[config.mk]
export PLATFORM = sky130hd
export DESIGN_NAME = approx_mult_dot_accum
export DESIGN_NICKNAME = d
export VERILOG_FILES = /design/src/rtl/approx_mult_dot_accum.sv
export SDC_FILE = /design/constraint.sdc
export NUM_CORES = 1
export LEC_CHECK = 0
export CAP_MARGIN = 20
export CORE_ASPECT_RATIO = 1.4
export CORE_MARGIN = 5
export CORE_UTILIZATION = 45
export DETAILED_ROUTE_END_ITERATION = 10
export PLACE_DENSITY = 0.75
export SLEW_MARGIN = 20
export SYNTH_ARGS = -nofsm -noshare
export SYNTH_HDL_FRONTEND = slang
export SYNTH_SLANG_ARGS = --single-unit
export TNS_END_PERCENT = 30
[constraint.sdc]
create_clock -name clk -period 2.8 [get_ports clk]
set_clock_uncertainty 0.2 [all_clocks]
set_input_delay 0.42 -clock clk [delete_from_list [all_inputs] [get_ports clk]]
set_output_delay 0.42 -clock clk [all_outputs]
set_load 0.02 [all_outputs]
[src/rtl/approx_mult_dot_accum.sv]
// Saturating dot-product accumulator for approximate-multiplier products.
// A running sum feeds a one-entry result register; each side has its own valid/ready handshake.
module approx_mult_dot_accum #(
    parameter int LEN   = 16,
    parameter int ACC_W = 24,
    localparam int CNT_W = $clog2(LEN + 1)
) (
    input  logic             clk,
    input  logic             rst_n,
    input  logic             flush,
    input  logic             prod_valid,
    output logic             prod_ready,
    input  logic [15:0]      prod,
    input  logic             prod_last,
    output logic             acc_valid,
    input  logic             acc_ready,
    output logic [ACC_W-1:0] acc_data,
    output logic [CNT_W-1:0] acc_terms,
    output logic             acc_sat
);

    logic [ACC_W-1:0] sum_q, sum_d, sum_acc;
    logic [CNT_W-1:0] cnt_q, cnt_d, cnt_inc;
    logic             sat_q, sat_d, sat_acc;
    logic             vld_q, vld_d;
    logic [ACC_W-1:0] data_q, data_d;
    logic [CNT_W-1:0] terms_q, terms_d;
    logic             osat_q, osat_d;
    logic [ACC_W:0]   ns;
    logic             accept, term;

    // Reset is folded in so the block never advertises ready while held in reset.
    assign prod_ready = rst_n & ~flush & (~vld_q | acc_ready);
    assign accept     = prod_valid & prod_ready;
    assign term       = accept & (prod_last | (cnt_q == CNT_W'(LEN - 1)));

    assign ns      = {1'b0, sum_q} + {{(ACC_W + 1 - 16){1'b0}}, prod};
    assign sum_acc = ns[ACC_W] ? {ACC_W{1'b1}} : ns[ACC_W-1:0];
    assign sat_acc = sat_q | ns[ACC_W];
    assign cnt_inc = cnt_q + CNT_W'(1);

    always_comb begin
        sum_d   = sum_q;
        cnt_d   = cnt_q;
        sat_d   = sat_q;
        vld_d   = vld_q;
        data_d  = data_q;
        terms_d = terms_q;
        osat_d  = osat_q;
        if (flush || term) begin
            sum_d = '0;
            cnt_d = '0;
            sat_d = 1'b0;
        end else if (accept) begin
            sum_d = sum_acc;
            cnt_d = cnt_inc;
            sat_d = sat_acc;
        end
        // A load in the same cycle as a drain wins, so no result is dropped.
        if (term) begin
            vld_d   = 1'b1;
            data_d  = sum_acc;
            terms_d = cnt_inc;
            osat_d  = sat_acc;
        end else if (vld_q && acc_ready) begin
            vld_d = 1'b0;
        end
    end

    always_ff @(posedge clk or negedge rst_n) begin
        if (!rst_n) begin
            sum_q   <= '0;
            cnt_q   <= '0;
            sat_q   <= 1'b0;
            vld_q   <= 1'b0;
            data_q  <= '0;
            terms_q <= '0;
            osat_q  <= 1'b0;
        end else begin
            sum_q   <= sum_d;
            cnt_q   <= cnt_d;
            sat_q   <= sat_d;
            vld_q   <= vld_d;
            data_q  <= data_d;
            terms_q <= terms_d;
            osat_q  <= osat_d;
        end
    end

    assign acc_valid = vld_q;
    assign acc_data  = data_q;
    assign acc_terms = terms_q;
    assign acc_sat   = osat_q;

endmodule

### Word level (Yosys, flattened, before mapping)

Index checks and enable logic that the tools add are counted.

* RAM bits: 0
* bits in read-only memories: 0
* input port bits: 22
* logic and storage cells: 32
* memories kept: 0
* flip-flop bits (word level): 61
* output and inout port bits: 32
* latch bits: 0

* multipliers: 0
* reduce and logical (&&, ||, !) cells: 4
* magnitude comparators: 0
* shift operators: 0
* multiplexer cells: 9
* add/subtract/negate cells: 2
* equal/unequal tests: 1
* div/mod/pow operators: 0
* bitwise gates (word level): 9

Operator list (number)
* 24-bit two-way mux: 3
* 24-bit by 16-bit adder with 25-bit output: 1
* 5-bit two-way mux: 2
* 5-bit by 1-bit adder with 5-bit output, second input constant: 1
* 5-bit by 4-bit == test with 1-bit output, second input constant: 1
* 1-bit AND: 4
* 1-bit two-way mux: 4
* 2-bit nonzero test: 2
* 1-bit bitwise OR: 3
* 1-bit NOT: 2
* 1-bit logical AND: 1
* 1-bit logical OR: 1

### Longest topological paths before layout

* depth in word-level cells: 7
* depth in mapped cells: 9
* gate-level depth less buffers: 8

### Worst setup path after synthesis

No wires, ideal clock.

* kind: input-to-reg
* start point: input port prod[0]
* end point: register data_q[10], in the netlist acc_data[10]
* library setup time: 0.125 ns
* arrival time: 2.350 ns
* slack: 0.125 ns
* cell stages on the path: 8
* data required time: 2.475 ns
* path buffers: 0
* cell sequence: ha_1 fa_1 a211oi_1 o21ai_2 o21ai_0 o211ai_1 a31o_2 mux2_2

* word-level cells in the longest chain between the ends: 2

RTL lines
* start, declared: RTL line 13 `input logic [15:0] prod,`
* 24-bit by 16-bit adder with 25-bit output: RTL line 37 `assign ns = {1'b0, sum_q} + {{(ACC_W + 1 - 16){1'b0}}, prod};`
* 24-bit two-way mux: RTL line 38 `assign sum_acc = ns[ACC_W] ? {ACC_W{1'b1}} : ns[ACC_W-1:0];`
* end signal, assigned: RTL line 84 `data_q <= data_d;`
* end, declared: RTL line 26 `logic [ACC_W-1:0] data_q, data_d;`

Every way passes these cells.
A chain may end at the register's enable or synchronous reset.

### Worst setup path after layout

* start point: input port prod[1]
* end point: register sum_q[11]

* word-level cells in the longest chain between the ends: 4

RTL lines
* 24-bit by 16-bit adder with 25-bit output: RTL line 37
* 24-bit two-way mux: RTL line 38
* 24-bit two-way mux: RTL line 54 `end else if (accept) begin`
* 24-bit two-way mux: RTL line 50 `if (flush || term) begin`
* end signal, assigned: RTL line 80 `sum_q <= sum_d;`
* end, declared: RTL line 22 `logic [ACC_W-1:0] sum_q, sum_d, sum_acc;`

Every way passes these cells. The select of a mux whose other input is x is not followed.

==> impl_summary.txt <==
----------------------------------------------------
[Floorplanning]
  Standard-cell row count ... 39
  DIE AREA ... 0.01028 mm2
  Die boundary height ... 118.0 um
  Floorplan core area ... 0.008149 mm2
  Num ports ... 54
  DIE WIDTH ... 87.14 um
  Starting density of the core ... 46.00%

[Layout]
  Synthesis-to-finish area growth ... 39.45%
  Area of all sequential standard cells ... 0.001526 mm2
  Diode insertion count for antenna repair ... 0
  Share of the core filled with cells ... 64.15%
  Share of final-layout standard cells stronger than drive strength 1 ... 20.47%
  Final-stage net count ... 589
  Final Non-Filler Cells ... 654
  Final instance area ... 0.005228 mm2
  Fillers ... 691
  Total area of multi-input combinational cells ... 0.002118 mm2

[Clock tree]
  Largest buffer count on any clock path ... 2
  H-Tree Depth ... 3
  Clock tree from TritonCTS ... yes
  Number of buffers created by CTS ... 9
  Source-to-sink clock delay at the later pin of the worst-skew pair ... 0.34 ns
  Number of sinks on the clock net ... 61
  Clock-pin slew of the registers on the worst-case setup and hold paths ... 0.05 ns
  Cell chosen for the clock root ... sky130_fd_sc_hd__clkbuf_16

[Worst setup path]
  Kind of end point of the critical path ... flop
  Arrival time reported for the critical path endpoint ... 2.74 ns
  Largest stage delay, worst path ... 0.47 ns
  Cell-by-cell trace of the critical path ... clkdlybuf4s50_1, ha_1, a211oi_1, buf_4, nand4bb_1, a21boi_1, or3_1, a21oi_1, o21ai_0
  Startpoint of the worst setup timing path ... prod[1]
  Slowest stage cell on the critical path ... sky130_fd_sc_hd__clkdlybuf4s50_1
  Crit Path Class ... in -> reg
  Gate family responsible for the most delay along the worst path ... compound AO/OA/AOI/OAI gates
  Launch instance of the worst register-to-register path ... cnt_q[0]
  CP Launch Type ... primary input
  Sum of buffers and inverters on the critical path ... 2
  Worst-path fanout max ... 4
  Required time worst endpoint ... 2.80 ns

[STA]
  Final Cycle Share ... 98.10%
  Maximum operating frequency ... 364.1 MHz
  Count of endpoints failing setup in the final report ... 0
  Least setup slack across all paths after layout ... 0.05320 ns
  Post-route minimum period ... 2.747 ns
  Setup repair after global routing missed its margin ... true
  Final Hold Violating Endpoints ... 0
  Worst rel slew slack ... 51.09%
  Slew of the pin with the lowest slew margin ... 0.7337 ns
  Pins over their slew limit ... 0

[Place]
  Post-DP Area ... 0.004876 mm2
  Port Buffers ... 53
  Placer congestion estimate ... 0.8826
  Post-DP HPWL ... 8321 um
  Number of instances in the placed design ... 638
  Setup slack after placement ... -0.4230 ns

[Yosys]
  Part of the Yosys area used for sequential elements ... 40.72%
  Total of flip-flops plus latches after synthesis ... 61
  Net Count, Synth ... 472
  EDFF count, synth ... 0
  Fraction of post-synthesis cell area in the top cell type by area ... 40.72%
  Avg Inst Size Synth ... 8.697 um2
  Synth warnings ... 0
  Cell types occupying the most area after synthesis ... sky130_fd_sc_hd__dfrtp_1 41%, sky130_fd_sc_hd__nand2_1 6.4%, sky130_fd_sc_hd__ha_1 6.0%, sky130_fd_sc_hd__o21ai_0 5.2%, sky130_fd_sc_hd__nor2_1 4.2%
  Post-synth ARST share ... 100.0%
  Library cell occupying the most area in the post-synthesis netlist ... sky130_fd_sc_hd__dfrtp_1
  Primary flip-flop cell chosen by synthesis mapping ... sky130_fd_sc_hd__dfrtp_1
  Cell Area, Synth ... 0.003749 mm2
  Synthesized instance count ... 431
  Synth unique cells ... 59

[Global routing]
  Number of antenna violations at the first check in global routing ... 0
  Pin count of the biggest net entering global routing ... 57
  All-layer global routing usage ... 23.05%
  Congestion Overflow GR ... 0
  Wire length of the first global-routing pass ... 18730 um
  Vias in the first global route ... 3964

[Job]
  Max-Cap Viols ... 0

[Route]
  Number of vias in the routed layout ... 3790
  TritonRoute pass-1 iters ... 4
  Antenna Nets Post-Route ... 0
  Routed len/inst ... 16.84 um
  Routed vias/inst ... 5.795
  DRC marker count from the first detailed-route iteration ... 234
  Number of remaining DRC errors ... 0
  Aggregate routed wire length ... 11010 um

[Min path]
  Worst min-delay path class ... reg -> reg
  Startpoint of the worst hold path ... acc_terms[3]

[Pwr]
  P per Cell Area ... 553.3 mW/mm2
  Maximum vdd ir drop ... 0.4481 mV
  LEAKAGE ... 0.002378 uW

[Outcome]
  Outcome ... finished clean

----------------------------------------------------
## cell families (layout without fill, tap and decap cells)
family	count (synthesis)	count (layout)	synth area share, %
xor gates and xnor gates	11	11	2.570
buffers and inverters	29	150	3.638
AOI/OAI and AO/OA	146	146	25.40
and+or+nand+nor	162	162	20.29
muxes	3	3	0.8344
DFF	61	61	40.72
adders and majority gates	19	19	6.542
## where the power goes
group          internal (uW)  switching, uW
clock                    796            395
sequential               970           52.6
combinational            325            353
## synthesized netlist by cell type (all sizes together), types with 2 or more instances
cell	number
a31oi	6
xnor2	4
nand3	12
a32oi	2
and3	7
o211ai	9
a211oi	7
clkbuf	13
o31ai	2
or3	8
buf	11
nand2	64
xor2	7
a41oi	3
o21ai	57
nand4	5
a22oi	4
nor3	8
a2111o	2
a211o	3
inv	5
or4	3
ha	18
mux2i	2
or2	2
a21o	7
and4	2
nor2	43
a21oi	29
a22o	3
dfrtp	61
o21bai	2
nand2b	4
## path summary, 6_finish.rpt
path                                end  slack [ns]  depth (start not counted)
min in group asynchronous  acc_terms[2]        0.33                          2
hold / removal             acc_terms[3]        0.28                          2
setup reg to reg              sum_q[17]        0.19                          8
hold reg to reg            acc_terms[3]        0.28                          2
max in group asynchronous     sum_q[15]        1.10                          3
setup / recovery              sum_q[11]        0.05                          9
## final cells by class
class | instances | share of cell area [%]
clock inverters | 4 | 1.388
inverters | 5 | 0.3590
well taps | 102 | 2.441
repair buffers | 130 | 21.45
flip-flops and latches | 61 | 29.20
multi-input cells | 341 | 40.52
clock buffers | 11 | 4.643
## through the flow
| step | setup TNS [ns] | hold WS (ns) | total power (uW) |
|---|---|---|---|
| floorplan | 0 | -0.07559 | 1354 |
| global placement | -9.920 | 0.05959 | 1694 |
| detailed placement | -11.49 | 0.06771 | 1712 |
| CTS | 0 | 0.2856 | 2908 |
| global route | -0.03017 | 0.2980 | 3021 |
| finish | 0 | 0.2846 | 2892 |
## layout by cell type (no fill, tap or decap), types with 8 or more instances in the layout
cell type / count
sky130_fd_sc_hd__o21ai_0: 36
sky130_fd_sc_hd__clkbuf_16: 9
sky130_fd_sc_hd__o211ai_1: 9
sky130_fd_sc_hd__clkdlybuf4s50_1: 51
sky130_fd_sc_hd__nor2_1: 42
sky130_fd_sc_hd__nand3_1: 10
sky130_fd_sc_hd__ha_1: 18
sky130_fd_sc_hd__a21oi_1: 27
sky130_fd_sc_hd__or3_1: 8
sky130_fd_sc_hd__o21ai_1: 18
sky130_fd_sc_hd__dfrtp_1: 61
sky130_fd_sc_hd__buf_4: 75
sky130_fd_sc_hd__nand2_1: 64
## state kept, by name (all words and copies together), names as in the netlist
name,flops
acc_data,24
acc_sat,1
acc_terms,5
acc_valid,1
cnt_q,5
sat_q,1
sum_q,24
## metal layers
| layer | track usage (%) | vias up | part of all wire, % |
|---|---|---|---|
| li1 | - | 1809 | - |
| met5 | 0 | - | 0 |
| met3 | 5.042 | 36 | 4.3 |
| met4 | 12.48 | 0 | 4.2 |
| met2 | 39.64 | 126 | 53 |
| met1 | 25.79 | 1819 | 39 |
## what timing repair did
| item | CTS | global route |
|---|---|---|
| setup buffers | 0 | 0 |
| resized for setup | 3 | 8 |
| hold endpoints to repair | 5 | 0 |
| setup endpoints to repair | 4 | 36 |
| pin swaps | 0 | 3 |
| hold buffers | 1 | 0 |
## tightest hold or removal path, cell delays in order (launching register included)
cell                      delay [ns]
sky130_fd_sc_hd__dfrtp_1        0.34
sky130_fd_sc_hd__nand2_1        0.05
sky130_fd_sc_hd__o21ai_0        0.06
(Power assumes the default switching activity.)
